`src/rtl/axif_frame_writer_pkg.sv`:
```
// Shared AXI constants and FSM encoding for the frame writer.
package axif_frame_writer_pkg;

  // AXI burst type for incrementing bursts
  localparam logic [1:0] BURST_INCR = 2'b01;

  // AXI write response code for a successful transfer
  localparam logic [1:0] RESP_OKAY = 2'b00;

  // Bufferable, modifiable normal memory
  localparam logic [3:0] AWCACHE_VAL = 4'b0011;

  // Unprivileged, secure, data access
  localparam logic [2:0] AWPROT_VAL = 3'b000;

  // No QoS hint
  localparam logic [3:0] AWQOS_VAL = 4'b0000;

  // Frame writer control states
  typedef enum logic [1:0] {
    ST_IDLE = 2'd0,
    ST_ADDR = 2'd1,
    ST_DATA = 2'd2,
    ST_RESP = 2'd3
  } state_e;

  // AXI size encoding for a full-width beat of the given data width
  function automatic logic [2:0] axi_size(input int data_width);
    return 3'($clog2(data_width / 8));
  endfunction

endpackage

```
`src/rtl/axif_frame_writer.sv`:
```
// Streams a frame of pixel words into memory as a sequence of AXI INCR write
// bursts, one burst outstanding at a time. Pixels arrive on a valid/ready
// stream that is wired straight onto the W channel while a burst is open.
module axif_frame_writer
  import axif_frame_writer_pkg::*;
#(
  parameter int N_PIXELS            = 16384,
  parameter int C_M_AXIF_ID_WIDTH   = 2,
  parameter int C_M_AXIF_DATA_WIDTH = 32,
  parameter int C_M_AXIF_ADDR_WIDTH = $clog2(N_PIXELS) + 2,
  parameter int BURST_LEN           = 16
) (
  input  logic                                M_AXI_ACLK,
  input  logic                                M_AXI_ARESET,

  input  logic                                i_start,
  input  logic [C_M_AXIF_ADDR_WIDTH-1:0]      i_base_addr,
  input  logic [$clog2(N_PIXELS):0]           i_n_pixels,
  output logic                                o_busy,
  output logic                                o_done,
  output logic                                o_err,

  input  logic                                s_valid,
  output logic                                s_ready,
  input  logic [C_M_AXIF_DATA_WIDTH-1:0]      s_data,

  output logic [C_M_AXIF_ID_WIDTH-1:0]        M_AXI_AWID,
  output logic [C_M_AXIF_ADDR_WIDTH-1:0]      M_AXI_AWADDR,
  output logic [7:0]                          M_AXI_AWLEN,
  output logic [2:0]                          M_AXI_AWSIZE,
  output logic [1:0]                          M_AXI_AWBURST,
  output logic                                M_AXI_AWLOCK,
  output logic [3:0]                          M_AXI_AWCACHE,
  output logic [2:0]                          M_AXI_AWPROT,
  output logic [3:0]                          M_AXI_AWQOS,
  output logic                                M_AXI_AWVALID,
  input  logic                                M_AXI_AWREADY,

  output logic [C_M_AXIF_DATA_WIDTH-1:0]      M_AXI_WDATA,
  output logic [C_M_AXIF_DATA_WIDTH/8-1:0]    M_AXI_WSTRB,
  output logic                                M_AXI_WLAST,
  output logic                                M_AXI_WVALID,
  input  logic                                M_AXI_WREADY,

  input  logic [C_M_AXIF_ID_WIDTH-1:0]        M_AXI_BID,
  input  logic [1:0]                          M_AXI_BRESP,
  input  logic                                M_AXI_BVALID,
  output logic                                M_AXI_BREADY
);

  localparam int AW = C_M_AXIF_ADDR_WIDTH;
  localparam int CW = $clog2(N_PIXELS) + 1;

  state_e          state_q, state_d;
  logic [AW-1:0]   awaddr_q, awaddr_d;
  logic [7:0]      awlen_q, awlen_d;
  logic [7:0]      beat_q, beat_d;
  logic [CW-1:0]   rem_q, rem_d;
  logic            awvalid_q, awvalid_d;
  logic            bready_q, bready_d;
  logic            busy_q, busy_d;
  logic            done_q, done_d;
  logic            err_q, err_d;

  logic            in_data;
  logic            w_fire;
  logic            last_beat;
  logic [AW-1:0]   start_addr;
  logic [AW-1:0]   next_addr;

  // The response ID is not needed with a single outstanding burst, and the
  // base address is always word aligned internally.
  logic            unused_inputs;
  assign unused_inputs = ^{M_AXI_BID, i_base_addr[1:0]};

  // AWLEN for the next burst: the full burst, or whatever pixels are left
  function automatic logic [7:0] burst_awlen(input logic [CW-1:0] rem);
    if (32'(rem) >= BURST_LEN) return 8'(BURST_LEN - 1);
    return 8'(rem - CW'(1));
  endfunction

  assign start_addr = {i_base_addr[AW-1:2], 2'b00};
  // Wraps naturally at the address width
  assign next_addr  = awaddr_q + AW'((32'(awlen_q) + 32'd1) << 2);

  // W channel is a direct pass-through of the pixel stream while a burst is open
  assign in_data      = (state_q == ST_DATA);
  assign M_AXI_WVALID = in_data & s_valid;
  assign s_ready      = in_data & M_AXI_WREADY;
  assign M_AXI_WDATA  = s_data;
  assign M_AXI_WSTRB  = '1;
  assign last_beat    = (beat_q == awlen_q);
  assign M_AXI_WLAST  = in_data & last_beat;
  assign w_fire       = M_AXI_WVALID & M_AXI_WREADY;

  // Fixed write-address attributes
  assign M_AXI_AWID    = '0;
  assign M_AXI_AWSIZE  = axi_size(C_M_AXIF_DATA_WIDTH);
  assign M_AXI_AWBURST = BURST_INCR;
  assign M_AXI_AWLOCK  = 1'b0;
  assign M_AXI_AWCACHE = AWCACHE_VAL;
  assign M_AXI_AWPROT  = AWPROT_VAL;
  assign M_AXI_AWQOS   = AWQOS_VAL;

  assign M_AXI_AWADDR  = awaddr_q;
  assign M_AXI_AWLEN   = awlen_q;
  assign M_AXI_AWVALID = awvalid_q;
  assign M_AXI_BREADY  = bready_q;
  assign o_busy        = busy_q;
  assign o_done        = done_q;
  assign o_err         = err_q;

  // Next-state and next-output computation for the burst sequencer
  always_comb begin
    // NOTE: every signal gets a default before the case so no path leaves it
    // unassigned, which would otherwise infer a latch.
    state_d   = state_q;
    awaddr_d  = awaddr_q;
    awlen_d   = awlen_q;
    beat_d    = beat_q;
    rem_d     = rem_q;
    awvalid_d = awvalid_q;
    bready_d  = bready_q;
    busy_d    = busy_q;
    done_d    = 1'b0;
    err_d     = err_q;

    unique case (state_q)
      ST_IDLE: begin
        if (i_start) begin
          if (i_n_pixels == '0) begin
            // Empty frame completes at once and leaves the error flag alone
            done_d = 1'b1;
          end else begin
            state_d   = ST_ADDR;
            awaddr_d  = start_addr;
            rem_d     = i_n_pixels;
            awlen_d   = burst_awlen(i_n_pixels);
            awvalid_d = 1'b1;
            busy_d    = 1'b1;
            err_d     = 1'b0;
          end
        end
      end

      ST_ADDR: begin
        if (M_AXI_AWREADY) begin
          awvalid_d = 1'b0;
          beat_d    = '0;
          state_d   = ST_DATA;
        end
      end

      ST_DATA: begin
        if (w_fire) begin
          beat_d = beat_q + 8'd1;
          rem_d  = rem_q - CW'(1);
          if (last_beat) begin
            state_d  = ST_RESP;
            bready_d = 1'b1;
          end
        end
      end

      ST_RESP: begin
        if (M_AXI_BVALID) begin
          bready_d = 1'b0;
          // Errors are recorded but the frame carries on to completion
          if (M_AXI_BRESP != RESP_OKAY) err_d = 1'b1;
          awaddr_d = next_addr;
          if (rem_q == '0) begin
            state_d = ST_IDLE;
            busy_d  = 1'b0;
            done_d  = 1'b1;
          end else begin
            state_d   = ST_ADDR;
            awvalid_d = 1'b1;
            awlen_d   = burst_awlen(rem_q);
          end
        end
      end

      default: state_d = ST_IDLE;
    endcase
  end

  // State and registered outputs; reset abandons any burst in flight
  always_ff @(posedge M_AXI_ACLK or posedge M_AXI_ARESET) begin
    if (M_AXI_ARESET) begin
      state_q   <= ST_IDLE;
      awaddr_q  <= '0;
      awlen_q   <= '0;
      beat_q    <= '0;
      rem_q     <= '0;
      awvalid_q <= 1'b0;
      bready_q  <= 1'b0;
      busy_q    <= 1'b0;
      done_q    <= 1'b0;
      err_q     <= 1'b0;
    end else begin
      // NOTE: non-blocking assignments so every flop samples the values from
      // before this edge, independent of statement order.
      state_q   <= state_d;
      awaddr_q  <= awaddr_d;
      awlen_q   <= awlen_d;
      beat_q    <= beat_d;
      rem_q     <= rem_d;
      awvalid_q <= awvalid_d;
      bready_q  <= bready_d;
      busy_q    <= busy_d;
      done_q    <= done_d;
      err_q     <= err_d;
    end
  end

  // Address channel must hold steady until the slave accepts it
  property p_aw_stable;
    @(posedge M_AXI_ACLK) disable iff (M_AXI_ARESET)
      (M_AXI_AWVALID && !M_AXI_AWREADY) |=>
        (M_AXI_AWVALID && $stable(M_AXI_AWADDR) && $stable(M_AXI_AWLEN));
  endproperty
  a_aw_stable: assert property (p_aw_stable);

endmodule

```
`config.mk`:
```
export PLATFORM = sky130hd
export DESIGN_NAME = axif_frame_writer
export DESIGN_NICKNAME = d
export VERILOG_FILES = /design/src/rtl/axif_frame_writer_pkg.sv /design/src/rtl/axif_frame_writer.sv
export SDC_FILE = /design/constraint.sdc
export NUM_CORES = 1
export LEC_CHECK = 0
export CORE_MARGIN = 4
export CORE_UTILIZATION = 46
export CTS_BUF_LIST = sky130_fd_sc_hd__clkbuf_2 sky130_fd_sc_hd__clkbuf_4 sky130_fd_sc_hd__clkbuf_8
export DETAILED_ROUTE_END_ITERATION = 10
export GPL_TIMING_DRIVEN = 0
export PLACE_DENSITY = 0.83
export SKIP_CTS_REPAIR_TIMING = 1
export SLEW_MARGIN = 10
export SYNTH_ARGS = -nofsm -noshare
export SYNTH_HDL_FRONTEND = slang
export SYNTH_SLANG_ARGS = --single-unit
```
`constraint.sdc`:
```
create_clock -name M_AXI_ACLK -period 2.8 [get_ports M_AXI_ACLK]
set_input_delay 0.56 -clock M_AXI_ACLK [delete_from_list [all_inputs] [get_ports M_AXI_ACLK]]
set_output_delay 0.56 -clock M_AXI_ACLK [all_outputs]
set_load 0.03 [all_outputs]
```
==> results.cfg <==
[clock_network]
cts.clk_slew.worst_paths_ns = 0.10
clkSinkCount = 52
cts_tree = yes
htree_levels = 2
clock_path_buffers = 2
cts_root_buffer = clkbuf_8
clk_latency_ns = 0.32
numCtsBuffers = 5

[power]
leakagePower_nw = 2.48
pwr-share-comb_pct = 67.7
p_sw_share_pct = 49.4
p_seq_share_pct = 24.5
pwr_density_cell_nw_per_um2 = 1100
switchingPower_mw = 3.03
ir_worst_vdd_uv = 596
p_int_mw = 3.10
report.power.total_mw = 6.13
clkPwrFrac_pct = 7.8

[global_route]
track_usage_pct = 20.0
busiest_layer = met2
grt_overflow = 0
gr-usage-met2_pct = 35.4
grt_antenna_before_repair = 0
met3_usage_pct = 4.48
grt_pass1_wl_um = 18400
grt_start_max_net_pins = 36
grtUsageMet1_pct = 24.6
grt_pass1_vias = 3855

[synthesis]
synth_cell_types = 64
syn_area_um2 = 4200
ys_async_sr_fraction_pct = 100
ys_ff_latch = 52
synth_edf_count = 0
netlist_instances = 484
avgSynthCellArea_um2 = 8.68
ys_seq_area_share_pct = 31.0
ys_warn_count = 0
synth_ff_type = dfrtp_1

[routing]
ant_nets = 0
via_count = 3965
drtIter0Drc = 204
wl_per_cell_um = 15.5
dr.pass1.iters = 5
drc = 0
vias_per_cell = 5.48
wl_um = 11200

[placed_design]
gp_congestion = 0.916
place_ws_ns = -0.326
hpwl_um = 8770
io_buffers = 99

[job]
cap_violations = 0

[sta]
worst_slack_ns = 0.107
finClkSkew_ns = 0.0143
hold_violations = 0
rsz0062_at_grt = no
setup_tns_ns = 0
tightest_slew_ns = 0.774
timing.final.crit_share_pct = 96.2
period_minus_slack_ns = 2.69
fmax_ghz = 0.371
setup_viol = 0
maxSlewViolCount = 0
max_slew_margin_pct = 48.4

[worst_hold_path]
min-delay-path-class = reg2reg

[die]
die-area_um2 = 10700
ioPinCount = 161
dieWidth_um = 104
die_h_um = 104
core_um2 = 8810
start_util_pct = 47.7
row_count = 34

[worst_setup_path]
cp-end-kind = output pin
start_kind = register
rrSetupSlack_ns = 0.14
crit_path_max_fanout = 10
cp.arrival_ns = 2.13
critPathKind = reg2out
cp.required_ns = 2.24

[status]
status = completed

[layout]
syn_to_final_growth_pct = 32.2
drive_gt1_share_pct = 16.7
nets = 707
fill_cells = 729
antenna_cells = 0
[per-stage QoR]
stage	util, %	cells	hold WS [ns]	area, µm²
floorplan	-	507	0.474	4290
CTS	62.8	723	0.529	5530
global route	63.1	723	0.552	5550
finish	63.1	723	0.525	5550
global placement	61.5	714	0.471	5410
detailed placement	61.7	715	0.501	5430
[cells in the mapped netlist (5+ instances only)]
library cell	count	area, µm²
a211oi_1	5	37.5
a21o_1	6	45.0
a21oi_1	23	115
a22oi_1	7	52.6
a31oi_1	12	75.1
and3_1	6	37.5
buf_4	59	443
clkbuf_1	10	37.5
dfrtp_1	52	1300
ha_1	18	225
inv_1	16	60.1
mux2i_1	9	90.1
nand2_1	37	139
nand2b_1	7	43.8
nand3_1	16	80.1
nor2_1	40	150
nor3_1	13	65.1
o21a_1	5	37.5
o21ai_0	20	100
o21ai_1	5	25.0
o22a_1	15	131
or3_1	6	37.5
xnor2_1	11	96.3
xor2_1	13	114
[layout make-up]
class | count | area, µm² | area share (%)
sequential | 52 | 1300 | 23.5
clock inverter | 1 | 7.51 | 0.135
inverter | 16 | 60.1 | 1.08
clock buffer | 7 | 90.1 | 1.62
multi-input combinational | 363 | 2390 | 43.1
timing repair buffer | 100 | 1020 | 18.4
tap | 108 | 135 | 2.43
buffer | 76 | 546 | 9.82
[power groups by stage]
stage          Combinational, mW  Clock (mW)  Sequential, mW
2_1_floorplan               2.73           0            1.72
3_3_place_gp                3.96           0            1.49
3_5_place_dp                4.10           0            1.51
4_1_cts                     4.11       0.487            1.49
5_1_grt                     4.53       0.514            1.54
6_report                    4.15       0.477            1.50
[registers in the layout, indices dropped and copies added, names as in the netlist]
signal and cells:
o_done 1, beat_q 8, o_busy 1, o_err 1, M_AXI_BREADY 1, M_AXI_AWADDR 14, state_q 2, rem_q 15
M_AXI_AWVALID 1, M_AXI_AWLEN 8
[cells in the final DEF (no fill, tap or decap), drive strengths merged, types with 9 or more instances in the layout]
cell / n
mux2i: 9
ha: 18
nand3: 16
buf: 67
dfrtp: 52
xnor2: 11
clkdlybuf4s50: 95
a31oi: 12
a21oi: 24
nand2: 38
conb: 25
xor2: 13
inv: 16
clkbuf: 17
nor2: 40
nor3: 15
o21ai: 25
o22a: 15
[per-layer routing]
layer	wire, µm	up-vias
li1	-	1906
met1	4600	1880
met2	5640	163
met3	834	16
met4	148	0
met5	0	-
[path summary, 6_finish.rpt]
path,end,cells after the start,from
max,s_ready,6,state_q[0]$_DFFE_PP0P_
min in group asynchronous,rem_q[6]$_DFFE_PP0P_,2,M_AXI_ARESET
min,M_AXI_AWADDR[5]$_DFFE_PP0P_,2,M_AXI_AWADDR[5]$_DFFE_PP0P_
min reg2reg,M_AXI_AWADDR[5]$_DFFE_PP0P_,2,M_AXI_AWADDR[5]$_DFFE_PP0P_
max reg2reg,M_AXI_AWADDR[14]$_DFFE_PP0P_,10,M_AXI_AWLEN[1]$_DFFE_PP0P_
max in group asynchronous,M_AXI_AWADDR[15]$_DFFE_PP0P_,3,M_AXI_ARESET
[worst max-delay path: stages, from the launching register on]
cell	delay, ns
dfrtp_1	0.43
inv_1	0.14
ha_1	0.28
clkbuf_2	0.27
clkbuf_4	0.27
and2_1	0.14
dlymetal6s2s_1	0.29
[kinds of logic (layout without fill, tap and decap cells)]
| family | count (synthesis) | in the layout | share of synthesized area (%) |
|---|---|---|---|
| other cells | 2 | 25 | 0.179 |
| mux | 13 | 13 | 3.40 |
| simple gates | 158 | 158 | 20.0 |
| flops | 52 | 52 | 31.0 |
| xor+xnor | 24 | 24 | 5.01 |
| fa+ha+maj | 19 | 19 | 5.84 |
| compound gates | 124 | 124 | 20.3 |
| buf+inv | 92 | 200 | 14.3 |
Note: power is estimated with default switching activity, not from simulation.
